### src/rtl/axil_mem_tester_pkg.sv
// axil_mem_tester_pkg: shared state encoding and constants for the AXI-lite memory tester
package axil_mem_tester_pkg;
  typedef enum logic [2:0] {IDLE, WR_REQ, WR_RESP, RD_REQ, RD_RESP, DONE} state_t;
  localparam logic [1:0]  AXIL_RESP_OKAY    = 2'b00;
  localparam logic [31:0] LFSR_POLY         = 32'h8020_0003;
  localparam logic [31:0] LFSR_DEFAULT_SEED = 32'h0000_0001;
endpackage

### src/rtl/axil_lfsr32.sv
// axil_lfsr32: 32-bit Galois LFSR (x^32+x^22+x^2+x+1); a zero seed is replaced to avoid lock-up
module axil_lfsr32
  import axil_mem_tester_pkg::*;
(
  input  logic        clk,
  input  logic        rst_n,
  input  logic        load,
  input  logic [31:0] seed,
  input  logic        advance,
  output logic [31:0] state
);
  always_ff @(posedge clk)
    if (!rst_n) state <= LFSR_DEFAULT_SEED;
    else if (load) state <= (seed == '0) ? LFSR_DEFAULT_SEED : seed;
    else if (advance) state <= (state >> 1) ^ (state[0] ? LFSR_POLY : '0);
endmodule

### src/rtl/axil_mem_tester.sv
// axil_mem_tester: AXI-lite master BIST; writes an LFSR pattern over NUM_WORDS words, reads back and compares
module axil_mem_tester
  import axil_mem_tester_pkg::*;
#(
  parameter int                    ADDR_WIDTH    = 32,
  parameter int                    DATA_WIDTH    = 32,
  parameter logic [ADDR_WIDTH-1:0] BASE_ADDR     = '0,
  parameter int                    NUM_WORDS     = 1024,
  parameter int                    ERR_CNT_WIDTH = 16
) (
  input  logic                     clk,
  input  logic                     rst_n,
  input  logic                     start,
  input  logic [31:0]              seed,
  output logic                     busy,
  output logic                     done,
  output logic                     pass,
  output logic [ERR_CNT_WIDTH-1:0] err_count,
  output logic [ADDR_WIDTH-1:0]    first_err_addr,
  output logic [ADDR_WIDTH-1:0]    m_axil_awaddr,
  output logic [2:0]               m_axil_awprot,
  output logic                     m_axil_awvalid,
  input  logic                     m_axil_awready,
  output logic [DATA_WIDTH-1:0]    m_axil_wdata,
  output logic [DATA_WIDTH/8-1:0]  m_axil_wstrb,
  output logic                     m_axil_wvalid,
  input  logic                     m_axil_wready,
  input  logic [1:0]               m_axil_bresp,
  input  logic                     m_axil_bvalid,
  output logic                     m_axil_bready,
  output logic [ADDR_WIDTH-1:0]    m_axil_araddr,
  output logic [2:0]               m_axil_arprot,
  output logic                     m_axil_arvalid,
  input  logic                     m_axil_arready,
  input  logic [DATA_WIDTH-1:0]    m_axil_rdata,
  input  logic [1:0]               m_axil_rresp,
  input  logic                     m_axil_rvalid,
  output logic                     m_axil_rready
);
  localparam int IW = NUM_WORDS > 1 ? $clog2(NUM_WORDS) : 1;
  state_t state, next_state;
  logic [IW-1:0] idx;
  logic [ADDR_WIDTH-1:0] addr;
  logic [31:0] seed_q, lfsr;
  logic aw_ok, w_ok, aw_hs, w_hs, b_hs, r_hs, last, accept, err;
  assign last   = idx == IW'(NUM_WORDS - 1);
  assign accept = start && (state == IDLE || state == DONE);
  assign aw_hs  = m_axil_awvalid && m_axil_awready;
  assign w_hs   = m_axil_wvalid && m_axil_wready;
  assign b_hs   = m_axil_bvalid && m_axil_bready;
  assign r_hs   = m_axil_rvalid && m_axil_rready;
  assign err    = (b_hs && m_axil_bresp != AXIL_RESP_OKAY) ||
                  (r_hs && (m_axil_rresp != AXIL_RESP_OKAY || m_axil_rdata != lfsr));
  assign m_axil_awvalid = state == WR_REQ && !aw_ok;
  assign m_axil_wvalid  = state == WR_REQ && !w_ok;
  assign m_axil_bready  = state == WR_RESP;
  assign m_axil_arvalid = state == RD_REQ;
  assign m_axil_rready  = state == RD_RESP;
  assign m_axil_awaddr  = addr;
  assign m_axil_araddr  = addr;
  assign m_axil_awprot  = 3'b000;
  assign m_axil_arprot  = 3'b000;
  assign m_axil_wstrb   = '1;
  assign m_axil_wdata   = lfsr;
  assign busy = !(state == IDLE || state == DONE);
  assign done = state == DONE;
  assign pass = done && err_count == '0;
  always_comb begin
    next_state = state;
    case (state)
      IDLE, DONE: next_state = accept ? WR_REQ : state;
      WR_REQ:     next_state = ((aw_ok || aw_hs) && (w_ok || w_hs)) ? WR_RESP : WR_REQ;
      WR_RESP:    next_state = m_axil_bvalid ? (last ? RD_REQ : WR_REQ) : WR_RESP;
      RD_REQ:     next_state = m_axil_arready ? RD_RESP : RD_REQ;
      RD_RESP:    next_state = m_axil_rvalid ? (last ? DONE : RD_REQ) : RD_RESP;
      default:    next_state = IDLE;
    endcase
  end
  always_ff @(posedge clk)
    if (!rst_n) state <= IDLE;
    else state <= next_state;
  // aw and w complete independently; each flag remembers its own handshake until both are done
  always_ff @(posedge clk) begin
    if (!rst_n) begin
      idx            <= '0;
      addr           <= BASE_ADDR;
      seed_q         <= '0;
      aw_ok          <= 1'b0;
      w_ok           <= 1'b0;
      err_count      <= '0;
      first_err_addr <= '0;
    end else begin
      aw_ok <= state == WR_REQ && next_state == WR_REQ && (aw_ok || aw_hs);
      w_ok  <= state == WR_REQ && next_state == WR_REQ && (w_ok || w_hs);
      if (accept) begin
        seed_q         <= seed;
        err_count      <= '0;
        first_err_addr <= '0;
      end else if (err) begin
        if (err_count == '0) first_err_addr <= addr;
        if (!(&err_count)) err_count <= err_count + ERR_CNT_WIDTH'(1);
      end
      if (accept || (b_hs && last)) begin
        idx  <= '0;
        addr <= BASE_ADDR;
      end else if (b_hs || r_hs) begin
        idx  <= idx + IW'(1);
        addr <= addr + ADDR_WIDTH'(4);
      end
    end
  end
  // the read phase reloads the stored seed so it replays the written sequence
  axil_lfsr32 u_lfsr (
    .clk     (clk),
    .rst_n   (rst_n),
    .load    (accept || (b_hs && last)),
    .seed    (accept ? seed : seed_q),
    .advance ((b_hs && !last) || r_hs),
    .state   (lfsr)
  );
endmodule

### config.mk
export PLATFORM = sky130hd
export DESIGN_NAME = axil_mem_tester
export DESIGN_NICKNAME = d
export VERILOG_FILES = /design/src/rtl/axil_mem_tester_pkg.sv /design/src/rtl/axil_lfsr32.sv /design/src/rtl/axil_mem_tester.sv
export SDC_FILE = /design/constraint.sdc
export NUM_CORES = 1
export LEC_CHECK = 0
export ABC_CLOCK_PERIOD_IN_PS = 2500
export CORE_ASPECT_RATIO = 0.5
export CORE_MARGIN = 2
export CORE_UTILIZATION = 45
export DETAILED_ROUTE_END_ITERATION = 10
export PLACE_DENSITY_LB_ADDON = 0.12
export SLEW_MARGIN = 10
export SYNTH_ARGS = -nofsm -noshare
export SYNTH_HDL_FRONTEND = slang
export SYNTH_SLANG_ARGS = --single-unit
### constraint.sdc
create_clock -name clk -period 2.5 [get_ports clk]
set_clock_uncertainty 0.1 [all_clocks]
set_input_delay 0.5 -clock clk [delete_from_list [all_inputs] [get_ports clk]]
set_output_delay 0.5 -clock clk [all_outputs]
set_load 0.03 [all_outputs]
==> impl_results.md <==
* CP Max Fanout at 13
* Yosys warns at 0
* Routability cong. at 0.869
* Critical path's slowest cell: or4_1
* Post-synth top area cell: dfxtp_1
* Clock sink count at 155
* CP Cell Sequence: clkdlybuf4s50_1, xor2_1, nor4_1, and3_1, and4_1, buf_12, or4_1, a21oi_1
* # rows at 33
* R2r setup slk at 0.16 ns
* Post-route DRC at 0
* CTS tree: yes
* Register area at 0.00310 mm2
* Largest family of logic cells by synthesized area: simple AND/OR/NAND/NOR gates
* Req. time, crit path at 2.74 ns
* Power per Cell Area at 604 mW/mm2
* DIE HEIGHT at 96.2 um
* Bufs and invs on worst path at 2
* DP HPWL at 15800 um
* Post-synth cell types at 53
* Synth Area in XOR/XNOR at 8.01%
* Largest net degree at the start of global routing at 67
* Number of H-tree levels at 4
* Fillers at 1348
* Fin. max-slew vios at 0
* Max-Cap Viols at 0
* Fin crit period at 2.42 ns
* Core ar. at 0.0165 mm2
* Area of the mapped netlist at 0.00765 mm2
* Hold-fix buffers at CTS at 0
* P_leak at 4.05 nW
* Antenna Nets Post-Route at 0
* Clock Path Buffers at 2
* Initial drt markers at 306
* Die Span X at 188 um
* Root buffer cell: clkbuf_16
* Worst path max stage delay at 0.50 ns
* CP Class: in2reg
* Routed WL per cell at 16.0 um
* Worst setup SP type: primary input
* Adder-cell share of the synthesized area at 0.654%
* Syn Area/Cell at 8.88 um2
* Crit path max-delay family: simple AND/OR/NAND/NOR gates
* Routed vias at 7049
* RSZ-0062 raised after global routing: no
* Worst Setup End Kind: register
* Synth Flop Type: dfxtp_1
* Setup WS post-layout at 0.0770 ns
* Initial Utilization at 46.3%
* Mapped Cells at 862
* Final Hold Viols at 0
* Worst-Margin Slew at 0.523 ns
* Post-synthesis compound-gate area fraction at 9.46%
* Area of the multi-input gates at 0.00410 mm2
* Setup violators final at 0
* Fraction of the mapped netlist area in simple logic gates at 23.7%
* Commonest cells post-synth: 155 x dfxtp_1, 126 x nor2_1, 50 x buf_4
* Grt ovf at 0
* Via density at 5.27
* Run status: completed
* Die footprint at 0.0181 mm2
* Number of buffers created by CTS at 17
* Final WL at 21300 um
* Tot GR Track Use at 23.2%
* Synthesized flop and latch total at 155
* Post-synth EDFFs at 0
* Final critical-path share of the clock period at 96.9%
* Sequential area share after synthesis at 40.5%
* Multiplexer share of the synthesized area at 9.64%
* Maximum vdd drop at 0.000521 V
* Crit path DAT at 2.66 ns
* Synth async-reset ratio at 0%
* Power Total at 6.68 mW
* Worst skew pair latency at 0.42 ns
* Slew margin rel. at 65.1%
* Peak Freq at 413 MHz
* Largest cells by area after synthesis: dfxtp_1 41%, nor2_1 6.2%, mux2i_1 5.2%
* Vias in the first global route at 6468
* P&R area growth vs syn at 44.4%
* Number of nets in the layout at 1178
* Yosys top cell area share at 40.5%
* 1st-pass router iterations at 5
* Cell with the most instances after synthesis: dfxtp_1
* DP Worst Slack at -0.342 ns
* Post-CTS Setup Bufs at 0
* Worst-path clk slew at 0.06 ns
* First-pass GRT wire length at 33500 um
* I/O pin cnt at 238
* Initial antenna violation count at 2
* Share of cells above drive strength 1 at 14.1%
* HP Class: in2reg
* PortBufs at 221
[cells by family after synthesis]
family                   after synthesis
buffers and inverters                103
AND/OR/NAND/NOR                      350
other                                  2
adder cells (fa/ha/maj)                4
XOR/XNOR                              70
flip-flops                           155
AO/OA/AOI/OAI                        108
multiplexers                          70
[per-stage QoR]
step	hold slack, ns	cell area, um2	TNS [ns]	instances	util (%)
final	0.269	11100	0	1337	66.9
after global routing	0.287	11100	0	1336	66.9
after CTS	0.266	11000	0	1337	66.6
after detailed placement	0.379	10400	-18.31	1307	62.8
after global placement	0.374	10400	-12.85	1307	62.8
after floorplan	0.372	7710	0	876	-
[cell usage in the layout (no fill, tap or decap), types with 10 or more instances in the layout]
cell,instances
buf_12,11
nor2_1,125
nand2_1,33
mux2_2,30
dfxtp_1,155
o21ai_0,41
conb_1,16
buf_4,65
a221oi_1,29
xnor2_1,29
inv_1,10
clkbuf_16,17
nor4_1,37
and4_1,10
and2_1,31
nor3_1,20
mux2i_1,40
clkdlybuf4s50_1,213
nand4_1,18
xor2_1,37
a21oi_1,16
nand3_1,25
[worst paths after layout]
kind                                  start                              to  depth (start not counted)
max                         m_axil_rdata[3]       err_count[4]$_SDFFE_PP0P_                          8
min                                   rst_n            seed_q[0]$_SDFF_PN0_                          2
max reg2reg             state[2]$_SDFF_PN0_   u_lfsr.state[11]$_SDFFE_PN0P_                          7
min reg2reg  first_err_addr[2]$_SDFFE_PP0P_  first_err_addr[2]$_SDFFE_PP0P_                          2
[layout make-up]
class / instances / share of cell area (%)
multi-input cells: 618 / 37.0
flip-flops and latches: 155 / 28.1
repair buffers: 296 / 26.2
clock buffers: 19 / 4.01
well taps: 227 / 2.57
clock inverters: 11 / 1.75
inverters: 10 / 0.339
diodes: 1 / 0.0226
[power by group]
part	internal (mW)	switching, mW
combinational	0.555	0.615
clock	1.79	1.03
sequential	2.57	0.110
[per-layer routing]
| metal | global-route usage (%) | vias to the layer above | routed length (um) |
|---|---|---|---|
| li1 | - | 3455 | - |
| met1 | 30.6 | 3320 | 9780 |
| met2 | 39.4 | 259 | 9780 |
| met3 | 4.74 | 15 | 1570 |
| met4 | 5.79 | 0 | 206 |
| met5 | 0 | - | 0 |
[timing repair]
action / 4_1_cts / 5_1_grt
gates resized for setup: 7 / 8
cloned: 0 / 0
endpoints found under the hold margin: 0 / 0
setup endpoints to repair: 7 / 43
pin swaps: 1 / 1
[registers in the layout (all words and copies together), names as in the netlist]
name            flops
u_lfsr.state       32
first_err_addr     30
m_axil_araddr      30
err_count          16
aw_ok               1
state               3
w_ok                1
idx                10
seed_q             32
No activity file was read; power rests on OpenSTA's default activity.
